<file path="src/rtl/softmax_norm_requester_if.sv">
// Stream and reciprocal-request signals of the SoftMax normalisation back end.
// slave is the block side, master is the environment side.
interface softmax_norm_requester_if #(
    parameter int DATA_WIDTH = 32
);
    logic                  in_valid;
    logic [DATA_WIDTH-1:0] in_data;
    logic                  in_ready;
    logic [DATA_WIDTH-1:0] rec_number;
    logic                  rec_enable;
    logic [DATA_WIDTH-1:0] rec_result;
    logic                  rec_ack;
    logic                  out_valid;
    logic [DATA_WIDTH-1:0] out_data;
    logic                  out_last;
    logic                  out_ready;
    logic                  err_timeout;
    logic                  err_zero;

    modport master (
        output in_valid, in_data, rec_result, rec_ack, out_ready,
        input  in_ready, rec_number, rec_enable,
        input  out_valid, out_data, out_last, err_timeout, err_zero
    );

    modport slave (
        input  in_valid, in_data, rec_result, rec_ack, out_ready,
        output in_ready, rec_number, rec_enable,
        output out_valid, out_data, out_last, err_timeout, err_zero
    );
endinterface

</file>
<file path="src/rtl/softmax_norm_requester.sv">
// SoftMax normaliser: sums N exponentials, requests 1/sum, streams x*(1/sum).
// Includes the combinational floatAdd/floatMult cells it is built on.
module floatAdd (
    input  logic [31:0] floatA,
    input  logic [31:0] floatB,
    output logic [31:0] sum
);
    logic [31:0] big, sml;
    logic [7:0]  e, d;
    logic [24:0] mb, ms, m;

    always_comb begin
        big = floatA;
        sml = floatB;
        if (floatB[30:0] > floatA[30:0]) begin
            big = floatB;
            sml = floatA;
        end
        d  = big[30:23] - sml[30:23];
        mb = {1'b0, |big[30:23], big[22:0]};
        ms = {1'b0, |sml[30:23], sml[22:0]};
        ms = (d > 8'd24) ? '0 : ms >> d;
        m  = (big[31] == sml[31]) ? mb + ms : mb - ms;
        e  = big[30:23];
        if (m[24]) begin
            m = m >> 1;
            e = e + 8'd1;
        end
        for (int i = 0; i < 24; i++) begin
            if (!m[23] && m != '0 && e > 8'd1) begin
                m = m << 1;
                e = e - 8'd1;
            end
        end
        sum = (m == '0) ? 32'd0 : {big[31], e, m[22:0]};
    end
endmodule

module floatMult (
    input  logic [31:0] floatA,
    input  logic [31:0] floatB,
    output logic [31:0] product
);
    logic [47:0] p;
    logic [24:0] ph;
    logic [9:0]  ee;
    logic        s;

    always_comb begin
        s  = floatA[31] ^ floatB[31];
        p  = {24'd0, |floatA[30:23], floatA[22:0]}
           * {24'd0, |floatB[30:23], floatB[22:0]};
        ph = 25'(p >> 23);
        ee = {2'b0, floatA[30:23]} + {2'b0, floatB[30:23]} + {9'd0, ph[24]};
        product = {s, 31'd0};
        if (floatA[30:23] == 8'd0 || floatB[30:23] == 8'd0 || ee <= 10'd127)
            product = {s, 31'd0};
        else if (ee >= 10'd382)
            product = {s, 8'hFF, 23'd0};
        else
            product = {s, 8'(ee - 10'd127), ph[24] ? ph[23:1] : ph[22:0]};
    end
endmodule

module softmax_norm_requester #(
    parameter int DATA_WIDTH = 32,
    parameter int N          = 10,
    parameter int TIMEOUT    = 64
) (
    input logic                    clk,
    input logic                    rst_n,
    softmax_norm_requester_if.slave bus
);
    localparam int CW = (N > 1) ? $clog2(N) : 1;
    localparam int WW = (TIMEOUT > 1) ? $clog2(TIMEOUT) : 1;
    localparam logic [CW-1:0] LAST  = CW'(N - 1);
    localparam logic [WW-1:0] WLAST = WW'(TIMEOUT - 1);

    localparam logic [1:0] ACCUM     = 2'd0;
    localparam logic [1:0] REQ_SETUP = 2'd1;
    localparam logic [1:0] REQ_WAIT  = 2'd2;
    localparam logic [1:0] EMIT      = 2'd3;

    logic [1:0]            state;
    logic [CW-1:0]         cnt, idx, nidx;
    logic [WW-1:0]         wcnt;
    logic                  setup;
    logic [DATA_WIDTH-1:0] sum, recip, add_a, add_res, mul_res;
    logic [DATA_WIDTH-1:0] rec_number, out_data;
    logic                  out_valid, err_timeout, err_zero;
    logic [DATA_WIDTH-1:0] ebuf [N];
    logic                  take;

    assign bus.in_ready    = (state == ACCUM);
    assign bus.rec_enable  = (state == REQ_WAIT);
    assign bus.rec_number  = rec_number;
    assign bus.out_valid   = out_valid;
    assign bus.out_data    = out_data;
    assign bus.out_last    = out_valid && (idx == LAST);
    assign bus.err_timeout = err_timeout;
    assign bus.err_zero    = err_zero;

    assign take  = bus.in_valid && (state == ACCUM);
    assign add_a = (cnt == '0) ? '0 : sum;
    assign nidx  = (out_valid && idx != LAST) ? idx + CW'(1) : '0;

    floatAdd  u_add (.floatA(add_a), .floatB(bus.in_data), .sum(add_res));
    floatMult u_mul (.floatA(ebuf[nidx]), .floatB(recip), .product(mul_res));

    always_ff @(posedge clk) begin
        if (take)
            ebuf[cnt] <= bus.in_data;
    end

    always_ff @(posedge clk or negedge rst_n) begin
        if (!rst_n) begin
            state       <= ACCUM;
            cnt         <= '0;
            idx         <= '0;
            wcnt        <= '0;
            setup       <= 1'b0;
            sum         <= '0;
            recip       <= '0;
            rec_number  <= '0;
            out_data    <= '0;
            out_valid   <= 1'b0;
            err_timeout <= 1'b0;
            err_zero    <= 1'b0;
        end else begin
            unique case (1'b1)
                (state == ACCUM): begin
                    if (take) begin
                        sum <= add_res;
                        cnt <= cnt + CW'(1);
                        if (cnt == '0) begin
                            err_timeout <= 1'b0;
                            err_zero    <= 1'b0;
                        end
                        if (cnt == LAST) begin
                            cnt <= '0;
                            if (add_res[30:0] == '0) begin
                                recip    <= '0;
                                err_zero <= 1'b1;
                                state    <= EMIT;
                            end else begin
                                // operand settles before both enable-low cycles
                                rec_number <= add_res;
                                setup      <= 1'b0;
                                state      <= REQ_SETUP;
                            end
                        end
                    end
                end
                (state == REQ_SETUP): begin
                    rec_number <= sum;
                    setup      <= 1'b1;
                    wcnt       <= '0;
                    if (setup)
                        state <= REQ_WAIT;
                end
                (state == REQ_WAIT): begin
                    wcnt <= wcnt + WW'(1);
                    if (bus.rec_ack && wcnt != '0) begin
                        recip <= bus.rec_result;
                        state <= EMIT;
                    end else if (wcnt == WLAST) begin
                        recip       <= bus.rec_result;
                        err_timeout <= 1'b1;
                        state       <= EMIT;
                    end
                end
                (state == EMIT): begin
                    if (!out_valid) begin
                        out_data  <= mul_res;
                        out_valid <= 1'b1;
                        idx       <= '0;
                    end else if (bus.out_ready) begin
                        if (idx != LAST) begin
                            idx      <= idx + CW'(1);
                            out_data <= mul_res;
                        end else begin
                            out_valid <= 1'b0;
                            idx       <= '0;
                            cnt       <= '0;
                            sum       <= '0;
                            state     <= ACCUM;
                        end
                    end
                end
                default: state <= ACCUM;
            endcase
        end
    end
endmodule

</file>
<file path="src/flat_wrapper.sv">
// flat-port wrapper written by rule: the top's interface ports become plain ports
module softmax_norm_requester_flat 
#(
    parameter int DATA_WIDTH = 32,
    parameter int N          = 10,
    parameter int TIMEOUT    = 64
)
  (clk, rst_n, bus_in_valid, bus_in_data, bus_rec_result, bus_rec_ack, bus_out_ready, bus_in_ready, bus_rec_number, bus_rec_enable, bus_out_valid, bus_out_data, bus_out_last, bus_err_timeout, bus_err_zero);
  softmax_norm_requester_if #(.DATA_WIDTH(DATA_WIDTH)) bus_i ();
  input logic clk;
  input logic rst_n;
  input wire logic [$bits(bus_i.in_valid)-1:0] bus_in_valid;
  input wire logic [$bits(bus_i.in_data)-1:0] bus_in_data;
  input wire logic [$bits(bus_i.rec_result)-1:0] bus_rec_result;
  input wire logic [$bits(bus_i.rec_ack)-1:0] bus_rec_ack;
  input wire logic [$bits(bus_i.out_ready)-1:0] bus_out_ready;
  output wire logic [$bits(bus_i.in_ready)-1:0] bus_in_ready;
  output wire logic [$bits(bus_i.rec_number)-1:0] bus_rec_number;
  output wire logic [$bits(bus_i.rec_enable)-1:0] bus_rec_enable;
  output wire logic [$bits(bus_i.out_valid)-1:0] bus_out_valid;
  output wire logic [$bits(bus_i.out_data)-1:0] bus_out_data;
  output wire logic [$bits(bus_i.out_last)-1:0] bus_out_last;
  output wire logic [$bits(bus_i.err_timeout)-1:0] bus_err_timeout;
  output wire logic [$bits(bus_i.err_zero)-1:0] bus_err_zero;
  assign bus_i.in_valid = bus_in_valid;
  assign bus_i.in_data = bus_in_data;
  assign bus_i.rec_result = bus_rec_result;
  assign bus_i.rec_ack = bus_rec_ack;
  assign bus_i.out_ready = bus_out_ready;
  assign bus_in_ready = bus_i.in_ready;
  assign bus_rec_number = bus_i.rec_number;
  assign bus_rec_enable = bus_i.rec_enable;
  assign bus_out_valid = bus_i.out_valid;
  assign bus_out_data = bus_i.out_data;
  assign bus_out_last = bus_i.out_last;
  assign bus_err_timeout = bus_i.err_timeout;
  assign bus_err_zero = bus_i.err_zero;
  softmax_norm_requester #(.DATA_WIDTH(DATA_WIDTH), .N(N), .TIMEOUT(TIMEOUT)) u_core (.clk(clk), .rst_n(rst_n), .bus(bus_i));
endmodule
</file>
<file path="config.mk">
export PLATFORM = sky130hd
export DESIGN_NAME = softmax_norm_requester_flat
export DESIGN_NICKNAME = d
export VERILOG_FILES = /design/src/rtl/softmax_norm_requester_if.sv /design/src/rtl/softmax_norm_requester.sv /design/src/flat_wrapper.sv
export SDC_FILE = /design/constraint.sdc
export NUM_CORES = 2
export LEC_CHECK = 0
export ABC_AREA = 1
export BUFFER_PORTS_ARGS = -buffer_cell sky130_fd_sc_hd__clkbuf_2
export CORE_ASPECT_RATIO = 1.25
export CORE_MARGIN = 2
export CORE_UTILIZATION = 41
export DETAILED_ROUTE_END_ITERATION = 8
export HOLD_SLACK_MARGIN = 0.12
export MAX_ROUTING_LAYER = met4
export PLACE_DENSITY = 0.62
export SLEW_MARGIN = 20
export SYNTH_ARGS = -nofsm -noshare
export SYNTH_HDL_FRONTEND = slang
export SYNTH_HIERARCHICAL = 1
export SYNTH_SLANG_ARGS = --single-unit
</file>
<file path="constraint.sdc">
create_clock -name clk -period 35.6 [get_ports clk]
set_input_delay 3.56 -clock clk [delete_from_list [all_inputs] [get_ports clk]]
set_output_delay 3.56 -clock clk [all_outputs]
set_load 0.01 [all_outputs]
</file>
Word-level counts from Yosys, hierarchy flattened
Memories as Yosys holds them, arrays and structs flattened.
Cells that the tools add are included.
Word-level totals
  input port bits: 69
  memories kept: 1
  register bits: 148
  RAM bits: 320
  output and inout bits: 70
Operators by class
  equality and inequality tests: 22
  mux-type cells: 115
  shift operators: 1
  magnitude comparators: 28
  add/sub/neg operators: 34
  bitwise gates (word level): 1
  reductions and logical operators: 125
  $mul: 1
Memory list
  u_core.ebuf: words 10, width 32, read ports 1, clocked after Yosys merged registers in 0, wr ports 1, line softmax_norm_requester.sv:91  | logic [DATA_WIDTH-1:0] ebuf [N];
Operators with widths (number)
  2-to-1 mux 25 bit: 26
  2-to-1 mux 32 bit: 19
  nonzero test 25 bit: 24
  2-to-1 mux 8 bit: 25
  greater-than comparator 8 x 1 -> 1 bit, second input constant: 24
  one-hot mux 32 bit (2 select lines): 3
  subtractor 8 x 1 -> 8 bit, second input constant: 24
  2-to-1 mux 31 bit: 2
  logical AND 1 bit: 52
  multiplier 24 x 24 -> 48 bit: 1
  2-to-1 mux 4 bit: 9
  OR reduction 8 bit: 4
  greater-than comparator 31 bit: 1
  logical NOT 31 bit: 1
  adder 24 x 25 -> 25 bit: 1
  logical NOT 25 bit: 1
  right shift 24 x 8 -> 25 bit: 1
  subtractor 24 x 25 -> 25 bit: 1
  logical NOT 1 bit: 24
  2-to-1 mux 24 bit: 1
  2-to-1 mux 23 bit: 1
  2-to-1 mux 2 bit: 9
  logical NOT 8 bit: 2
  2-to-1 mux 1 bit: 15
  other kinds (34): 56

Logic depth before layout (Yosys ltp)
  depth in word-level cells: 113
  gate-level depth with buffers: 303

Modules after synthesis
Netlist, hierarchy kept.
By module, submodules not included
  floatAdd: times used 1, cells an instance 4529, area each 24687.4 µm², seq. area each 0.0 µm²
  softmax_norm_requester: times used 1, cells an instance 2058, area each 20696.1 µm², seq. area each 13312.8 µm²
  floatMult: times used 1, cells an instance 2749, area each 20447.1 µm², seq. area each 0.0 µm²

Worst setup path before layout
OpenSTA, ideal clock, no wires.
  path kind: input to register
  start: input port bus_in_data[25]
  end: register u_core.rec_number[21], in the netlist u_core/bus.rec_number[21]
  slack: -2696 ps
  stages on the path: 284
  library setup time: 66 ps
  arrival time: 38229 ps
  cells stage by stage: ha_1 nand2_1 inv_2 nand3_1 nor2_2 nand2_1 nor2_1 nand2_2 nand2_4 buf_8 nand3_2 nand2_2 nand2_2 ha_1 inv_1 nand2_4 nand2_2 nand4_1 (+248 left out) nor2_1 nor2_1 nand3_2 o21ai_2 buf_6 nand2_1 a21oi_2 inv_1 nand2_1 nor2_1 nand2_1 nor2_1 nand2_1 nand2_1 nand2_1 buf_2 nand2_1 nand2_1
Between the ends
  elaborated cells between the ends (all ways): 217
  those cells by class: add/sub: 28; order compare: 26; eq/ne: 2; shift: 1; mux: 59; reduce/logical: 101
RTL lines
  from (decl): line flat_wrapper.sv:13  | input wire logic [$bits(bus_i.in_data)-1:0] bus_in_data;
  branches (longest 105 deep; another with greater-than comparator 31 bit)
  2-to-1 mux 32 bit (*): line softmax_norm_requester.sv:35  | sum = (m == '0) ? 32'd0 : {big[31], e, m[22:0]};
  via u_core.add_res[29]: line softmax_norm_requester.sv:88  | logic [DATA_WIDTH-1:0] sum, recip, add_a, add_res, mul_res;
  logical NOT 31 bit (*): line softmax_norm_requester.sv:141  | if (add_res[30:0] == '0) begin
  != test 2 bit (no line) (*)
  AND reduction 4 bit (no line) (*)
  to (signal assigned): line softmax_norm_requester.sv:147  | rec_number <= add_res;
  to (signal assigned): line softmax_norm_requester.sv:155  | rec_number <= sum;
  to (decl): line softmax_norm_requester.sv:89  | logic [DATA_WIDTH-1:0] rec_number, out_data;
Mark *: on every way through the listed nets, which the timed path passes. The select of a mux whose other input is x is not followed.
A chain may end at the register's enable or synchronous reset.

Worst setup path after layout
  start: input port bus_in_data[27]
  end: register u_core.recip[7]
Between the ends
  cells in the longest elaborated chain, start to end: 109
  elaborated cells between the ends (all ways): 213
  those cells by class: add/sub: 28; order compare: 26; eq/ne: 2; shift: 1; mux: 55; reduce/logical: 101
RTL lines
  branches (longest 105 deep; another with greater-than comparator 31 bit)
  2-to-1 mux 32 bit (*): line softmax_norm_requester.sv:35
  via u_core.add_res[23]: line softmax_norm_requester.sv:88
  logical NOT 31 bit (*): line softmax_norm_requester.sv:141
  != test 2 x 1 -> 1 bit (no line) (*)
  AND reduction 5 bit (no line) (*)
  to (signal assigned): line softmax_norm_requester.sv:164  | recip <= bus.rec_result;
  to (signal assigned): line softmax_norm_requester.sv:167  | recip <= bus.rec_result;
  to (decl): line softmax_norm_requester.sv:88
Mark *: on every way through the listed nets, which the timed path passes.

==> results.json <==
{
  "outcome": "complete, no violations",
  "cts_made_buffers": 50,
  "finalHoldViolCount": 0,
  "drcViolationCount": 0,
  "ys_ff_latch": 468,
  "max_stage_delay_ns": 0.42,
  "num_rows": 164,
  "max_freq_ghz": 0.02970,
  "required_ns": 36.11,
  "syn2layout_area_growth_pct": 10.66,
  "initial_core_util": 0.4124,
  "track_usage": 0.2485,
  "setup_viol": 0,
  "slew_headroom": 0.2363,
  "final_nets": 10378,
  "syn_inst": 9336,
  "ys_types": 78,
  "dp_hpwl_um": 153400,
  "cts_tree": "yes",
  "dpl.cell_count": 11459,
  "core-area_um2": 159600,
  "die-height_um": 452,
  "finalWirelength_um": 203400,
  "place_area_um2": 69470,
  "clock_sinks": 468,
  "grt_max_degree": 102,
  "postRouteAntennaNets": 0,
  "ios": 139,
  "syn_area_per_cell_um2": 7.051,
  "worst_slew_pin_slew_ns": 1.146,
  "final_common_cell": "nand2_1",
  "port_buffers": 138,
  "syn_area_um2": 65830,
  "drt-wirelength-per-cell_um": 17.47,
  "antenna_found_initial": 9,
  "ys.warnings.count": 6,
  "worstSkewPairLatency_ns": 0.68,
  "start_kind": "input pin",
  "period_needed_ns": 33.67,
  "vias": 59324,
  "grt_overflow": 0,
  "first_pass_iters": 6,
  "synth-main-ff-cell": "edfxtp_1",
  "slew_violations": 0,
  "crit_arrival_ns": 34.18,
  "fp.dieArea_um2": 163800,
  "final_cell_mix": "nand2_1, inv_1, nand3_1",
  "synth-async-reset-ratio": 0.3162,
  "die_x_um": 362.4,
  "finalNonFillerCells": 11647,
  "fin_crit_sh": 0.9456,
  "gp_congestion": 0.9686,
  "grt_pass1_wl_um": 314800,
  "stdcell_area_um2": 72850,
  "post-route-util": 0.4563,
  "synth_fp_nets": 10184,
  "slowest_stage": "fa_2",
  "clk_pin_slew_worst_paths_ns": 0.07,
  "endpoint_kind": "flop",
  "vias_per_cell": 5.094,
  "synth_seq_area_share": 0.2022,
  "first_global_vias": 58220,
  "synth_edf_count": 320,
  "drt_iter0_markers": 4100,
  "critPathKind": "in2reg",
  "hold_class": "reg2reg",
  "cts_htree_levels": 2,
  "final_layout_size_suffix_gt1_frac": 0.1830,
  "worst-path-max-fanout": 11,
  "drv_cap": 0,
  "clk_path_buf_depth": 3,
  "root_buffer": "clkbuf_16",
  "fin_worst_skew_ns": 0.05739
}
## critical path, delay by kind of cell
kind / cells / cell delay [ns]
xor gates and xnor gates: 4 / 0.80
adders and majority gates: 27 / 5.11
AOI/OAI and AO/OA: 21 / 2.79
buffers and inverters: 37 / 3.08
and+or+nand+nor: 176 / 18.68
## final timing paths
check	cells past startpoint	slack [ns]	endpoint	startpoint
setup / recovery	265	1.93	u_core/recip[7]	bus_in_data[27]
hold / removal	2	0.48	u_core/recip[12]	u_core/recip[12]
hold reg to reg	2	0.48	u_core/recip[12]	u_core/recip[12]
min in group asynchronous	1	2.93	u_core/recip[5]	rst_n
max in group asynchronous	2	31.12	u_core/sum[24]	rst_n
setup reg to reg	269	3.40	u_core/recip[7]	u_core/cnt[0]
## synth_stat cells (all sizes together) (34+ instances only)
cell type | count | share of area
buf | 165 | 0.020
edfxtp | 320 | 0.15
or2 | 78 | 0.0074
o21ai | 639 | 0.052
inv | 1848 | 0.11
nand4 | 114 | 0.012
nand3 | 762 | 0.063
fa | 484 | 0.15
clkbuf | 229 | 0.019
o21a | 67 | 0.0076
o22ai | 34 | 0.0032
a21oi | 148 | 0.012
xor2 | 60 | 0.0090
nand3b | 131 | 0.015
ha | 295 | 0.056
nor2 | 513 | 0.038
xnor2 | 54 | 0.0076
dfrtp | 148 | 0.056
nand2 | 3096 | 0.20
## kinds of logic after synthesis
group,synth area share
and+or+nand+nor,0.3438
adders and majority gates,0.2033
xor gates and xnor gates,0.01659
AOI/OAI and AO/OA,0.08152
buffers and inverters,0.1472
muxes,0.005474
DFF,0.2022
## final cells by class
class / instances / area [µm²]
flip-flops and latches: 468 / 13310
diodes: 5 / 12.51
clock inverters: 28 / 341.6
multi-input cells: 6610 / 44130
inverters: 1865 / 7106
fillers: 16418 / 86790
repair buffers: 535 / 4046
well taps: 2075 / 2596
clock buffers: 61 / 1303
## repair_timing
item	CTS	global route
cloned	0	13
setup endpoints to repair	25	98
hold endpoints to repair	0	0
pin swaps	0	107
resized for setup	1	196
hold buffers	0	0
buffers inserted	0	81
## per-layer routing
layer	track usage	vias up	routed length, µm
met5	-	-	0
met4	0.09362	0	9096
met3	0.02910	427	9992
met2	0.4572	1488	106400
met1	0.2726	28284	77930
li1	-	29125	-
## state kept, by name, summed over array words and instances (netlist names), 4 cells and up
register	cells
u_core/cnt	4
u_core/wcnt	6
u_core/sum	32
u_core/recip	32
u_core/bus.out_data	32
u_core/ebuf	320
u_core/bus.rec_number	32
u_core/idx	4
## through the flow
stage	setup TNS, ns	setup slack (ns)	hold slack [ns]
2_1_floorplan	0	0.01381	0.4550
3_3_place_gp	-15.15	-0.2821	0.4678
3_5_place_dp	-35.48	-0.6203	0.4638
4_1_cts	0	0.05378	0.4787
5_1_grt	-6.601	-0.1772	0.5218
6_report	0	1.935	0.4783
Power is left out: the tool's default activity adds up to more than one toggle a clock period on the data nets, which glitch-free logic cannot reach.
